==> src/rtl/cordic_sqrt_arbiter.sv <==
// Round-robin arbiter sharing one fixed-latency CORDIC square-root core among
// N_REQ requesters. A tag FIFO records the issuing requester of every
// in-flight operation so results are routed back in issue order.
module cordic_sqrt_arbiter #(
  parameter int unsigned N_REQ        = 4,
  parameter int unsigned DIN_W        = 16,
  parameter int unsigned DOUT_W       = 16,
  parameter int unsigned LATENCY      = 20,
  parameter int unsigned MAX_INFLIGHT = 8
) (
  input  logic                   aclk,
  input  logic                   rst,
  input  logic [N_REQ-1:0]       req_valid,
  input  logic [N_REQ*DIN_W-1:0] req_data,
  output logic [N_REQ-1:0]       req_ready,
  output logic [N_REQ-1:0]       rsp_valid,
  output logic [DOUT_W-1:0]      rsp_data,
  output logic                   s_axis_cartesian_tvalid,
  output logic [DIN_W-1:0]       s_axis_cartesian_tdata,
  input  logic                   m_axis_dout_tvalid,
  input  logic [DOUT_W-1:0]      m_axis_dout_tdata,
  output logic                   busy,
  output logic                   err_orphan
);

  localparam int unsigned PTR_W = (N_REQ > 1) ? $clog2(N_REQ) : 1;
  localparam int unsigned AW    = $clog2(MAX_INFLIGHT);
  localparam int unsigned CNT_W = AW + 1;
  localparam int unsigned FL_W  = $clog2(LATENCY + 3);

  typedef enum logic {
    ST_FLUSH = 1'b0,
    ST_RUN   = 1'b1
  } state_t;

  state_t             r_state;
  logic [FL_W-1:0]    r_flush_cnt;
  logic [PTR_W-1:0]   r_rr_ptr;
  logic [PTR_W-1:0]   r_tags [MAX_INFLIGHT];
  logic [AW-1:0]      r_wr_ptr;
  logic [AW-1:0]      r_rd_ptr;
  logic [CNT_W-1:0]   r_count;
  logic               r_tvalid;
  logic [DIN_W-1:0]   r_tdata;
  logic [N_REQ-1:0]   r_rsp_valid;
  logic [DOUT_W-1:0]  r_rsp_data;
  logic               r_busy;
  logic               r_err_orphan;

  logic               w_run;
  logic               w_pop;
  logic               w_orphan;
  logic               w_credit;
  logic               w_grant_vld;
  logic [PTR_W-1:0]   w_grant_idx;
  logic               w_hs;
  logic [DIN_W-1:0]   w_operand;
  logic [PTR_W-1:0]   w_head;
  logic [CNT_W-1:0]   w_count_nxt;

  // Requester index p+k modulo N_REQ
  function automatic logic [PTR_W-1:0] wrap_add(input logic [PTR_W-1:0] p,
                                                 input int unsigned k);
    int unsigned s;
    s = 32'(p) + k;
    if (s >= N_REQ) s = s - N_REQ;
    return PTR_W'(s);
  endfunction

  assign w_run    = (r_state == ST_RUN);
  assign w_head   = r_tags[r_rd_ptr];
  assign w_pop    = w_run & m_axis_dout_tvalid & (r_count != '0);
  assign w_orphan = w_run & m_axis_dout_tvalid & (r_count == '0);
  // A pop in the same cycle frees the slot the new issue will occupy
  assign w_credit = w_run & ((r_count < CNT_W'(MAX_INFLIGHT)) | w_pop);
  assign w_hs     = w_grant_vld & w_credit;

  // First valid requester at or after rr_ptr; scanning downward so the lowest offset wins
  always_comb begin
    w_grant_vld = 1'b0;
    w_grant_idx = '0;
    for (int unsigned k = N_REQ; k > 0; k--) begin
      if (req_valid[wrap_add(r_rr_ptr, k - 1)]) begin
        w_grant_vld = 1'b1;
        w_grant_idx = wrap_add(r_rr_ptr, k - 1);
      end
    end
  end

  // One-hot accept and operand mux for the granted requester
  always_comb begin
    req_ready = '0;
    w_operand = '0;
    for (int unsigned i = 0; i < N_REQ; i++) begin
      if (w_grant_idx == PTR_W'(i)) begin
        req_ready[i] = w_hs;
        w_operand    = req_data[i*DIN_W +: DIN_W];
      end
    end
  end

  // In-flight count after this cycle's push/pop
  always_comb begin
    w_count_nxt = r_count;
    case ({w_hs, w_pop})
      2'b10:   w_count_nxt = r_count + CNT_W'(1);
      2'b01:   w_count_nxt = r_count - CNT_W'(1);
      default: w_count_nxt = r_count;
    endcase
  end

  // Tag storage; contents are only meaningful between the pointers, so no reset
  always_ff @(posedge aclk) begin
    if (w_hs) r_tags[r_wr_ptr] <= w_grant_idx;
  end

  // Control FSM, FIFO pointers, core drive and response routing
  always_ff @(posedge aclk) begin
    if (rst) begin
      r_state      <= ST_FLUSH;
      r_flush_cnt  <= '0;
      r_rr_ptr     <= '0;
      r_wr_ptr     <= '0;
      r_rd_ptr     <= '0;
      r_count      <= '0;
      r_tvalid     <= 1'b0;
      r_tdata      <= '0;
      r_rsp_valid  <= '0;
      r_rsp_data   <= '0;
      r_busy       <= 1'b0;
      r_err_orphan <= 1'b0;
    end else begin
      r_tvalid <= w_hs;
      if (w_hs) begin
        r_tdata  <= w_operand;
        r_wr_ptr <= r_wr_ptr + AW'(1);
        r_rr_ptr <= (w_grant_idx == PTR_W'(N_REQ - 1)) ? '0 : w_grant_idx + PTR_W'(1);
      end
      if (w_pop) begin
        r_rd_ptr   <= r_rd_ptr + AW'(1);
        r_rsp_data <= m_axis_dout_tdata;
      end
      for (int unsigned i = 0; i < N_REQ; i++) begin
        r_rsp_valid[i] <= w_pop && (w_head == PTR_W'(i));
      end
      r_count <= w_count_nxt;
      r_busy  <= (w_count_nxt != '0);
      if (w_orphan) r_err_orphan <= 1'b1;
      case (r_state)
        ST_FLUSH: begin
          // Stale core results from before reset drain out during these cycles
          if (r_flush_cnt == FL_W'(LATENCY + 1)) r_state <= ST_RUN;
          else r_flush_cnt <= r_flush_cnt + FL_W'(1);
        end
        ST_RUN:  r_state <= ST_RUN;
        default: r_state <= ST_FLUSH;
      endcase
    end
  end

  assign rsp_valid               = r_rsp_valid;
  assign rsp_data                = r_rsp_data;
  assign s_axis_cartesian_tvalid = r_tvalid;
  assign s_axis_cartesian_tdata  = r_tdata;
  assign busy                    = r_busy;
  assign err_orphan              = r_err_orphan;

endmodule

==> config.mk <==
export PLATFORM = sky130hd
export DESIGN_NAME = cordic_sqrt_arbiter
export DESIGN_NICKNAME = d
export VERILOG_FILES = /design/src/rtl/cordic_sqrt_arbiter.sv
export SDC_FILE = /design/constraint.sdc
export NUM_CORES = 1
export LEC_CHECK = 0
export BUFFER_PORTS_ARGS = -buffer_cell sky130_fd_sc_hd__buf_2
export CORE_UTILIZATION = 45
export DETAILED_ROUTE_END_ITERATION = 8
export PLACE_DENSITY = 0.84
export SLEW_MARGIN = 20
export SYNTH_ARGS = -nofsm -noshare
export SYNTH_HDL_FRONTEND = slang
export SYNTH_SLANG_ARGS = --single-unit
==> constraint.sdc <==
create_clock -name aclk -period 5.9 [get_ports aclk]
set_clock_uncertainty 0.1 [all_clocks]
set_input_delay 0 -clock aclk [delete_from_list [all_inputs] [get_ports aclk]]
set_output_delay 0 -clock aclk [all_outputs]
set_load 0.02 [all_outputs]
Word-level counts from Yosys, hierarchy flattened
Memories as Yosys holds them, arrays and structs flattened. A register that Yosys moved wholly into a read port is not among the register bits.
Cells that the tools add are included.
Word-level totals
  register bits after elaboration: 57
  RAM bits: 16
  input port bits: 87
  output and inout bits: 43
  word-level logic and storage cells: 98
  memories kept: 1
Memories
  r_tags: words 8, bits a word 2, rd ports 1, clocked after Yosys merged registers in 1, write ports 1, RTL line 39  | logic [PTR_W-1:0] r_tags [MAX_INFLIGHT];
Cells by class
  add/sub/neg operators: 13
  magnitude comparators: 9
  equal/unequal tests: 9
  mux-type cells: 36
  bitwise logic cells: 8
  reduce and logical (&&, ||, !) cells: 10
Operators with widths (count)
  2-to-1 mux 16 bit: 4
  2-to-1 mux 2 bit: 9
  2-to-1 mux 1 bit: 15
  < comparator 2 x 3 -> 1 bit, second input constant: 4
  equality test 2 bit, second input constant: 5
  >= comparator 3 bit, second input constant: 3
  binary-select mux 1 bit (select 2 bit): 4
  case mux 4 bit (2 select lines): 1
  nonzero test 4 bit: 2
  subtractor 2 x 1 -> 2 bit, second input constant: 4
  adder 2 x 2 -> 3 bit, second input constant: 2
  adder 3 x 1 -> 3 bit, second input constant: 2
  equality test 2 x 1 -> 1 bit, second input constant: 3
  2-to-1 mux 3 bit: 2
  adder 5 x 1 -> 5 bit, second input constant: 1
  AND 1 bit: 5
  equality test 5 bit, second input constant: 1
  adder 4 x 1 -> 4 bit, second input constant: 1
  logical AND 1 bit: 4
  zero test 2 bit: 2
  zero test 4 bit: 1
  < comparator 4 bit, second input constant: 1
  subtractor 4 x 1 -> 4 bit, second input constant: 1
  adder 2 x 1 -> 3 bit, second input constant: 1
  other kinds (6): 7

Depth between registers and ports, before layout
Gate-level depths: netlist (run 1).
  word-level depth: 14
  mapped depth: 12
  mapped depth without buffers: 10

Least setup slack after synthesis (run 1)
OpenSTA, ideal clock, no wires.
  path kind: register to register
  from: reg r_count[1]
  to: reg r_busy (netlist: busy)
  setup time: 138 ps
  data arrival time: 2495 ps
  required time: 5662 ps
  path slack: 3168 ps
  stages on the path, launching flop included: 13
  buffers on the path: 2
  clock period less this slack: 2732 ps
  cell sequence: dfxtp_1 > buf_6 > or4_4 > nand2_4 > inv_2 > buf_2 > ha_1 > xor2_1 > ha_1 > a21oi_1 > mux2i_1 > xor2_1 > a41oi_2
On the way
  cells in the longest elaborated chain, start to end: 8
  elaborated cells on any way between the ends: 12
  classes of those cells: add/sub (2); order compare (1); eq/ne (2); mux (1); bitwise (4); reduce/logical (2)
RTL lines
  start, declared: RTL line 42  | logic [CNT_W-1:0] r_count;
  start signal, assigned: RTL line 146  | r_count <= w_count_nxt;
  nonzero test 4 bit *: RTL line 72  | assign w_pop = w_run & m_axis_dout_tvalid & (r_count != '0);
  AND 1 bit *: RTL line 72
  via w_pop: RTL line 51  | logic w_pop;
  bitwise OR 1 bit: RTL line 75  | assign w_credit = w_run & ((r_count < CNT_W'(MAX_INFLIGHT)) | w_pop);
  AND 1 bit: RTL line 75
  AND 1 bit: RTL line 76  | assign w_hs = w_grant_vld & w_credit;
  equality test 2 x 1 -> 1 bit / equality test 2 bit (equally long branches): RTL line 105  | case ({w_hs, w_pop})
  case mux 4 bit (2 select lines) *: RTL line 105
  nonzero test 4 bit *: RTL line 147  | r_busy <= (w_count_nxt != '0);
  end signal, assigned: RTL line 147
  end, declared: RTL line 47  | logic r_busy;
Mark *: on every way through the listed nets, which the timed path passes. The rest lies on a longest branch.
A chain may end at the register's enable or synchronous reset.

Final worst setup path (run 1)
  from: reg r_rr_ptr[1]
  to: reg r_tdata[12] (netlist: s_axis_cartesian_tdata[12])
On the way
  cells in the longest elaborated chain, start to end: 14
  elaborated cells on any way between the ends: 40
  classes of those cells: add/sub (7); order compare (4); eq/ne (3); mux (24); bitwise (1); reduce/logical (1)
RTL lines
  start, declared: RTL line 38  | logic [PTR_W-1:0] r_rr_ptr;
  start signal, assigned: RTL line 137  | r_rr_ptr <= (w_grant_idx == PTR_W'(N_REQ - 1)) ? '0 : w_grant_idx + PTR_W'(1);
  adder 2 x 2 -> 3 bit: RTL line 65  | s = 32'(p) + k;
  >= comparator 3 bit / subtractor 2 x 1 -> 2 bit (equally long branches): RTL line 66  | if (s >= N_REQ) s = s - N_REQ;
  2-to-1 mux 2 bit: RTL line 66
  binary-select mux 1 bit (select 2 bit): RTL line 83  | if (req_valid[wrap_add(r_rr_ptr, k - 1)]) begin
  2-to-1 mux 1 bit (not written as such): RTL line 83
  2-to-1 mux 2 bit (3 in series): RTL line 83
  2-to-1 mux 2 bit *: RTL line 83
  via w_grant_idx[1]: RTL line 55  | logic [PTR_W-1:0] w_grant_idx;
  zero test 2 bit: RTL line 95  | if (w_grant_idx == PTR_W'(i)) begin
  2-to-1 mux 16 bit (3 in series): RTL line 95
  2-to-1 mux 16 bit *: RTL line 95
  end signal, assigned: RTL line 135  | r_tdata <= w_operand;
  end, declared: RTL line 44  | logic [DIN_W-1:0] r_tdata;
Mark *: on every way through the listed nets, which the timed path passes. The rest lies on a longest branch. The select of a mux whose other input is x is not followed.

==> results.sh, run 1 <==
export IMPL_status="completed"
export IMPL_drt_iter0_drc=86
export IMPL_antenna_left=0
export IMPL_max_freq_mhz=274
export IMPL_p_seq_share_pct=51.2
export IMPL_met1_usage_pct=24.4
export IMPL_numClockSinks=76
export IMPL_cp_start_kind="flop"
export IMPL_antenna_found_initial=0
export IMPL_drive_above_1_share_pct=31.2
export IMPL_stdcell_count=641
export IMPL_portBuffers=129
export IMPL_synth_ff_type="dfxtp_1"
export IMPL_synth_top_area_share_pct=33.1
export IMPL_cts_root_buffer="clkbuf_8"
export IMPL_post_route_util_pct=62.8
export IMPL_place_congestion=0.826
export IMPL_synth_warnings=0
export IMPL_postCtsSetupRepairBufs=0
export IMPL_h_tree_depth=3
export IMPL_ys_async_sr_fraction_pct=0
export IMPL_met2_usage_pct=41.0
export IMPL_grt_pass1_wl_um=15100
export IMPL_slew_headroom_pct=34.5
export IMPL_final_common_cell="buf_2"
export IMPL_maxCapViolations=0
export IMPL_cp_required_ps=6080
export IMPL_fin_crit_sh_pct=61.8
export IMPL_insertion_delay_ps=350
export IMPL_antenna_diode_count=0
export IMPL_post_route_cell_area_sq_um=4880
export IMPL_cts_tree="yes"
export IMPL_cts_clk_slew_worst_paths_ps=90
export IMPL_clock_power_share_pct=39.6
export IMPL_cts_buffers=9
export IMPL_drt_pass1_iterations=4
export IMPL_synth_cell_types=48
export IMPL_critPathCaptureType="flop"
export IMPL_initial_core_util_pct=46.7
export IMPL_place_area_sq_um=4260
export IMPL_synth_edf_count=16
export IMPL_synth_largest_area_cell="dfxtp_1"
export IMPL_power_density_nw_per_um2=213
export IMPL_finalSetupViolCount=0
export IMPL_fp_dieH_um=91.8
export IMPL_dpl_hpwl_um=6030
export IMPL_fin_nets=633
export IMPL_p_sw_mw=0.239
export IMPL_route_detailed_wl_per_inst_um=14.7
export IMPL_fillers=636
export IMPL_dpl_worst_slack_ps=2400
export IMPL_hold_buffers=40
export IMPL_drt_wl_total_um=9410
export IMPL_fin_setup_tns_ps=0
export IMPL_vias_per_cell=5.30
export IMPL_arrival_ps=3820
export IMPL_grt_max_degree=57
export IMPL_ir_drop_mv=0.139
export IMPL_seq_area_frac_synth_pct=46.3
export IMPL_clk_path_buf_depth=2
export IMPL_rows=32
export IMPL_p_int_mw=0.802
export IMPL_die_area_sq_um=8430
export IMPL_comb_power_share_pct=9.1
export IMPL_die_w_um=91.8
export IMPL_crit_type="reg2reg"
export IMPL_synth_seq_cells=76
export IMPL_tightest_slew_ps=982
export IMPL_synth_area_leaders="dfxtp_1, edfxtp_1, nand2_1, o311a_1, nor2_1"
export IMPL_dp_cells=586
export IMPL_grt_remaining_overflow=0
export IMPL_synth_avg_cell_area_sq_um=9.53
export IMPL_grt_use_total_pct=22.6
export IMPL_grt_pass1_vias=3370
export IMPL_synthCells=381
export IMPL_hold_path_class="in2reg"
export IMPL_hold_viol_final=0
export IMPL_vias=3396
export IMPL_fin_ws_ps=2260
export IMPL_grtUsageMet3_pct=8.04
export IMPL_holdWs_ps=16.2
export IMPL_critPathMaxFanout=19
export IMPL_final_cell_mix="buf_2, dfxtp_1, nand2_1"
export IMPL_finalMaxSlewViolations=0
export IMPL_drc=0
export IMPL_synth_area_sq_um=3630
export IMPL_p_sw_share_pct=23.0
export IMPL_grt_busiest_layer="met2"
export IMPL_syn2layout_area_growth_pct=34.4
export IMPL_io_pins=130
export IMPL_syn_nets=479
export IMPL_coreArea_sq_um=7770
export IMPL_cts_resized=0
export IMPL_rsz0062_at_grt="no"
export IMPL_power_leakage_nw=2.14
export IMPL_power_mw=1.04
export IMPL_layout_min_cycle_time_ps=3640
cell type report:
| cell class | instances | area [sq um] | area share (%) |
|---|---|---|---|
| inverters | 9 | 33.8 | 0.692 |
| repair buffers | 170 | 1060 | 21.6 |
| clock buffers | 10 | 149 | 3.05 |
| multi-input cells | 269 | 1770 | 36.3 |
| flip-flops and latches | 76 | 1680 | 34.5 |
| well taps | 102 | 128 | 2.62 |
| clock inverters | 5 | 58.8 | 1.21 |
worst paths after layout:
path,start,endpoint,slack (ps),cells after the start
max,r_rr_ptr[1]$_SDFFE_PP0P_,s_axis_cartesian_tdata[12]$_SDFFE_PP0P_,2260,10
min reg2reg,rsp_data[4]$_SDFFE_PP0P_,rsp_data[4]$_SDFFE_PP0P_,360,2
min,req_data[37],s_axis_cartesian_tdata[5]$_SDFFE_PP0P_,20,4
max reg2reg,r_rr_ptr[1]$_SDFFE_PP0P_,s_axis_cartesian_tdata[12]$_SDFFE_PP0P_,2260,10
critical path, stage by stage (launching register included):
cell	delay, ps
dfxtp_1	360
a21o_1	170
a21oi_1	130
o22a_1	350
inv_1	120
ha_1	450
nor2b_2	630
a221oi_1	170
o311a_1	330
dlygate4sd3_1	570
nor3_2	170
layer usage:
metal,wire length (um),up-vias
li1,-,1657
met1,3800,1569
met2,4700,149
met3,712,21
met4,195,0
met5,0,-
synth_stat cells (all sizes together), types with 2 or more instances:
cell type	number
and2	5
a21o	2
clkbuf	15
xnor2	4
nor2b	19
nor2	41
o21ai	4
nor3	19
edfxtp	16
or3	3
a211oi	4
nand2b	4
mux4	4
or4	2
nor3b	2
nand3	4
dfxtp	60
inv	9
nand3b	2
o311a	17
a221oi	15
mux2i	4
nand2	59
xor2	4
nor4b	2
buf	12
ha	11
a21oi	26
sequential cells by signal, summed over array words and instances (netlist names), named ones only:
register,flops
r_tags,16
rsp_data,16
s_axis_cartesian_tdata,16
r_flush_cnt,5
r_count,4
rsp_valid,4
r_rd_ptr,3
r_wr_ptr,3
r_rr_ptr,2
busy,1
err_orphan,1
r_state,1
s_axis_cartesian_tvalid,1
power by group through the flow:
stage	Sequential [mW]	Combinational, mW	Clock [mW]
6_report	0.533	0.0952	0.412
5_1_grt	0.534	0.103	0.442
4_1_cts	0.533	0.0926	0.420
3_5_place_dp	0.546	0.0765	0
3_3_place_gp	0.545	0.0741	0
2_1_floorplan	0.545	0.0396	0
cell families after synthesis:
kind of cell,synth area share (%)
flops,46.3
fa+ha+maj,3.79
buf+inv,5.07
compound gates,15.2
mux,3.90
simple gates,23.3
xor+xnor,2.45
No activity file was read; power rests on OpenSTA's default activity.
==> run 2: changes to the inputs <==
clock period = 3.5 ns   (was 5.9 ns; I/O delays follow)
==> run 2 against run 1 <==
Via count increased by 2.0%; worst setup slack got worse by 2000 ps; flip-flop and latch count unchanged; register-to-register slack got worse by 2000 ps; critical path type unchanged; critical endpoint is now s_axis_cartesian_tdata[3]$_SDFFE_PP0P_; largest power group unchanged.
==> results.sh, run 2 (synthesis gave the netlist of run 1 again) <==
export IMPL_power_mw=1.70
export IMPL_cts_clk_slew_worst_paths_ps=80
export IMPL_status="completed"
export IMPL_vias_per_cell=5.34
export IMPL_stdcell_count=649
export IMPL_final_cell_mix="buf_2, dfxtp_1, nand2_1"
export IMPL_io_pins=130
export IMPL_cp_start_kind="flop"
export IMPL_rrSetupSlack_ps=250
export IMPL_numClockSinks=76
export IMPL_fp_dieH_um=91.8
export IMPL_h_tree_depth=3
export IMPL_grt_max_degree=57
export IMPL_worst_path_buf_inv=2
export IMPL_drt_iter0_drc=96
export IMPL_rows=32
export IMPL_critPathCaptureType="flop"
export IMPL_p_seq_share_pct=53.0
export IMPL_ir_drop_mv=0.176
export IMPL_p_sw_mw=0.410
export IMPL_antenna_diode_count=0
export IMPL_cts_root_buffer="clkbuf_8"
export IMPL_clock_power_share_pct=37.1
export IMPL_p_sw_share_pct=24.2
export IMPL_insertion_delay_ps=350
export IMPL_drt_wl_total_um=9410
export IMPL_arrival_ps=3420
export IMPL_vias=3463
export IMPL_route_detailed_wl_per_inst_um=14.5
export IMPL_fin_crit_sh_pct=92.7
export IMPL_rsz0062_at_grt="no"
export IMPL_hold_viol_final=0
export IMPL_layout_min_cycle_time_ps=3250
export IMPL_finalSetupViolCount=0
export IMPL_post_route_cell_area_sq_um=4930
export IMPL_post_route_util_pct=63.4
export IMPL_cts_buffers=9
export IMPL_holdWs_ps=18.3
export IMPL_die_area_sq_um=8430
export IMPL_hold_path_class="in2reg"
export IMPL_drc=0
export IMPL_cts_tree="yes"
export IMPL_cp_slowest_cell="dlygate4sd3_1"
export IMPL_fin_nets=640
export IMPL_fin_setup_tns_ps=0
export IMPL_dpl_hpwl_um=5750
export IMPL_die_w_um=91.8
export IMPL_dp_cells=589
export IMPL_place_area_sq_um=4280
export IMPL_crit_type="reg2reg"
export IMPL_dpl_worst_slack_ps=470
export IMPL_drt_pass1_iterations=4
export IMPL_p_int_mw=1.29
export IMPL_grt_use_total_pct=22.5
export IMPL_maxCapViolations=0
export IMPL_portBuffers=129
export IMPL_worst_path_largest_cell_delay_ps=560
export IMPL_syn2layout_area_growth_pct=35.7
export IMPL_power_density_nw_per_um2=345
export IMPL_coreArea_sq_um=7770
export IMPL_finalMaxSlewViolations=0
export IMPL_grt_remaining_overflow=0
export IMPL_postCtsSetupRepairBufs=0
export IMPL_slew_headroom_pct=64.4
export IMPL_clk_path_buf_depth=2
export IMPL_max_freq_mhz=308
export IMPL_antenna_found_initial=0
export IMPL_antenna_left=0
export IMPL_comb_power_share_pct=9.9
export IMPL_place_congestion=0.748
export IMPL_crit_chain="nand2b_1 > nor2b_1 > o22a_1 > inv_1 > ha_1 > nor2b_4 > a221oi_1 > o311a_1 > dlygate4sd3_1 > nor3_1"
export IMPL_cp_required_ps=3680
export IMPL_grt_pass1_vias=3304
export IMPL_critPathMaxFanout=15
export IMPL_grt_pass1_wl_um=14900
export IMPL_cp_top_family="compound AO/OA/AOI/OAI gates"
export IMPL_drive_above_1_share_pct=31.3
export IMPL_fillers=633
export IMPL_fin_ws_ps=255
export IMPL_tightest_slew_ps=534
export IMPL_initial_core_util_pct=46.7
export IMPL_power_leakage_nw=2.17
export IMPL_final_common_cell="buf_2"
[run 2: cell count changes in the layout (fill, tap and decap cells not counted), sizes merged]
cell / previous run / this run
inv: 10 / 11
clkinvlp: 0 / 1
clkinv: 3 / 2
clkbuf: 10 / 11
bufinv: 1 / 0
buf: 130 / 134
dlygate4sd3: 40 / 43
[run 2: tightest hold or removal path, cell delays in order]
cell	delay, ps
buf_2	90
nor2b_1	100
o311a_1	190
nor3_2	50
[run 2: area by class of cell]
cell class                      count  area [sq um]  share of cell area [%]
Clock buffer                       11           153                    3.10
Clock inverter                      5          32.5                   0.660
Inverter                            9          33.8                   0.686
Multi-Input combinational cell    269          1770                    36.0
Sequential cell                    76          1680                    34.1
Tap cell                          102           128                    2.59
Timing Repair Buffer              177          1130                    22.9
[run 2: power by group through the flow]
| stage | logic, mW | clock network (mW) | registers, mW |
|---|---|---|---|
| 3_5_place_dp | 0.130 | 0 | 0.919 |
| 2_1_floorplan | 0.0667 | 0 | 0.919 |
| 5_1_grt | 0.182 | 0.682 | 0.900 |
| 4_1_cts | 0.157 | 0.647 | 0.899 |
| 3_3_place_gp | 0.126 | 0 | 0.919 |
| 6_report | 0.168 | 0.630 | 0.899 |
[run 2: final timing paths]
path,startpoint,to,depth (start not counted)
setup / recovery,r_rr_ptr[0]$_SDFFE_PP0P_,s_axis_cartesian_tdata[3]$_SDFFE_PP0P_,10
hold reg to reg,rsp_data[2]$_SDFFE_PP0P_,rsp_data[2]$_SDFFE_PP0P_,2
hold / removal,req_data[41],s_axis_cartesian_tdata[9]$_SDFFE_PP0P_,4
setup reg to reg,r_rr_ptr[0]$_SDFFE_PP0P_,s_axis_cartesian_tdata[3]$_SDFFE_PP0P_,10
[run 2: repair_timing]
item	4_1_cts	5_1_grt
hold buffers	42	1
endpoints found under the hold margin	32	4
setup endpoints to repair	0	10
gates resized for setup	0	2
[run 2: routing by layer]
layer  vias up  global-route usage (%)  share of wire (%)
li1       1676                       -                  -
met1      1609                    25.4                 41
met2       162                    39.7                 50
met3        16                    4.89                6.7
met4         0                    11.3                2.1
met5         -                       0                  0
==> run 3: changes to the inputs <==
PLACE_DENSITY = 0.69   (was 0.84)
TNS_END_PERCENT = 5   (was not set)
==> run 3 against run 2 <==
Core utilization decreased by 0.95 points; flip-flop and latch count unchanged; total power increased by 2.5%; global-route usage decreased by 1.4 points; critical endpoint is now s_axis_cartesian_tdata[1]$_SDFFE_PP0P_; cell count decreased by 1.2%; highest routed layer unchanged; sequential power about the same; clock power increased by 7.9%.
==> results.sh, run 3 (synthesis gave the netlist of run 1 again) <==
export IMPL_max_freq_mhz=317
export IMPL_rsz0062_at_grt="no"
export IMPL_power_leakage_nw=2.13
export IMPL_stdcell_count=641
export IMPL_hold_path_class="in2reg"
export IMPL_io_pins=130
export IMPL_antenna_left=0
export IMPL_drt_wl_total_um=8630
export IMPL_rows=32
export IMPL_final_common_cell="buf_2"
export IMPL_tightest_slew_ps=636
export IMPL_cp_required_ps=3670
export IMPL_place_area_sq_um=4290
export IMPL_fin_nets=632
export IMPL_p_seq_share_pct=51.7
export IMPL_final_cell_mix="buf_2, dfxtp_1, nand2_1"
export IMPL_holdWs_ps=7.59
export IMPL_coreArea_sq_um=7770
export IMPL_clk_path_buf_depth=2
export IMPL_antenna_found_initial=0
export IMPL_drt_pass1_iterations=5
export IMPL_crit_type="reg2reg"
export IMPL_finalSetupViolCount=0
export IMPL_power_density_nw_per_um2=359
export IMPL_p_sw_mw=0.390
export IMPL_fillers=676
export IMPL_cts_root_buffer="clkbuf_8"
export IMPL_fin_crit_sh_pct=90.1
export IMPL_drc=0
export IMPL_route_detailed_wl_per_inst_um=13.5
export IMPL_antenna_diode_count=0
export IMPL_post_route_cell_area_sq_um=4850
export IMPL_cp_start_kind="flop"
export IMPL_cts_buffers=9
export IMPL_dp_cells=590
export IMPL_crit_chain="a21o_1 > a21oi_1 > o22a_1 > inv_1 > ha_1 > nor2b_4 > a221oi_1 > o311a_1 > dlygate4sd3_1 > nor3_1"
export IMPL_ir_drop_mv=0.180
export IMPL_fin_ws_ps=346
export IMPL_grt_pass1_wl_um=14200
export IMPL_drive_above_1_share_pct=31.5
export IMPL_status="completed"
export IMPL_die_w_um=91.8
export IMPL_portBuffers=129
export IMPL_maxCapViolations=0
export IMPL_critPathCaptureType="flop"
export IMPL_drt_iter0_drc=100
export IMPL_vias=3338
export IMPL_hold_viol_final=0
export IMPL_cp_slowest_cell="dlygate4sd3_1"
export IMPL_numClockSinks=76
export IMPL_insertion_delay_ps=350
export IMPL_p_sw_share_pct=22.4
export IMPL_dpl_worst_slack_ps=456
export IMPL_cts_tree="yes"
export IMPL_place_congestion=0.820
export IMPL_fp_dieH_um=91.8
export IMPL_arrival_ps=3320
export IMPL_p_int_mw=1.35
export IMPL_dpl_hpwl_um=5740
export IMPL_initial_core_util_pct=46.7
export IMPL_grt_max_degree=57
export IMPL_fin_setup_tns_ps=0
export IMPL_syn2layout_area_growth_pct=33.7
export IMPL_h_tree_depth=3
export IMPL_slew_headroom_pct=57.6
export IMPL_comb_power_share_pct=9.3
export IMPL_worst_path_largest_cell_delay_ps=560
export IMPL_grt_use_total_pct=21.1
export IMPL_layout_min_cycle_time_ps=3150
export IMPL_clock_power_share_pct=39.1
export IMPL_die_area_sq_um=8430
export IMPL_grt_pass1_vias=3113
export IMPL_grt_remaining_overflow=0
export IMPL_critPathMaxFanout=15
export IMPL_cts_clk_slew_worst_paths_ps=70
export IMPL_finalMaxSlewViolations=0
export IMPL_vias_per_cell=5.21
run 3: what timing repair did:
item,CTS,global route
buffers inserted,0,0
hold buffers,35,0
setup endpoints to repair,0,3
endpoints found under the hold margin,32,0
gates resized for setup,0,1
run 3: layout make-up:
class	count	area, sq um	share of cell area [%]
tap	102	128	2.63
clock buffer	12	155	3.20
multi-input combinational	269	1770	36.5
sequential	76	1680	34.7
timing repair buffer	169	1040	21.4
inverter	9	33.8	0.696
clock inverter	4	48.8	1.01
run 3: final timing paths:
| kind | depth (start not counted) | start | endpoint | slack [ps] |
|---|---|---|---|---|
| max | 10 | r_rr_ptr[1]$_SDFFE_PP0P_ | s_axis_cartesian_tdata[1]$_SDFFE_PP0P_ | 350 |
| min | 4 | req_data[46] | s_axis_cartesian_tdata[14]$_SDFFE_PP0P_ | 8 |
| max reg2reg | 10 | r_rr_ptr[1]$_SDFFE_PP0P_ | s_axis_cartesian_tdata[1]$_SDFFE_PP0P_ | 350 |
| min reg2reg | 2 | rsp_data[8]$_SDFFE_PP0P_ | rsp_data[8]$_SDFFE_PP0P_ | 360 |
run 3: power by group through the flow:
stage,Combinational (mW),Sequential (mW),Clock [mW]
detailed placement,0.131,0.920,0
floorplan,0.0667,0.919,0
global route,0.178,0.900,0.734
finish,0.161,0.899,0.680
CTS,0.158,0.899,0.695
global placement,0.127,0.919,0
run 3: per-layer routing:
| metal | part of all wire [%] | vias to the layer above | track usage, % |
|---|---|---|---|
| li1 | - | 1656 | - |
| met1 | 42 | 1557 | 24.9 |
| met2 | 50 | 108 | 36.5 |
| met3 | 6.1 | 17 | 6.55 |
| met4 | 1.7 | 0 | 6.51 |
| met5 | 0 | - | 0 |
run 3: through the flow:
stage / util, % / power (mW)
6_report: 62.5 / 1.74
5_1_grt: 62.5 / 1.81
4_1_cts: 62.4 / 1.75
3_5_place_dp: 55.2 / 1.05
3_3_place_gp: 55.2 / 1.05
2_1_floorplan: - / 0.986
run 3: critical path, delay by kind of cell (launching register included):
kind	cells	cell delay [ps]
adders and majority gates	1	240
AOI/OAI and AO/OA	5	1190
buffers and inverters	2	670
DFF	1	350
and+or+nand+nor	2	520
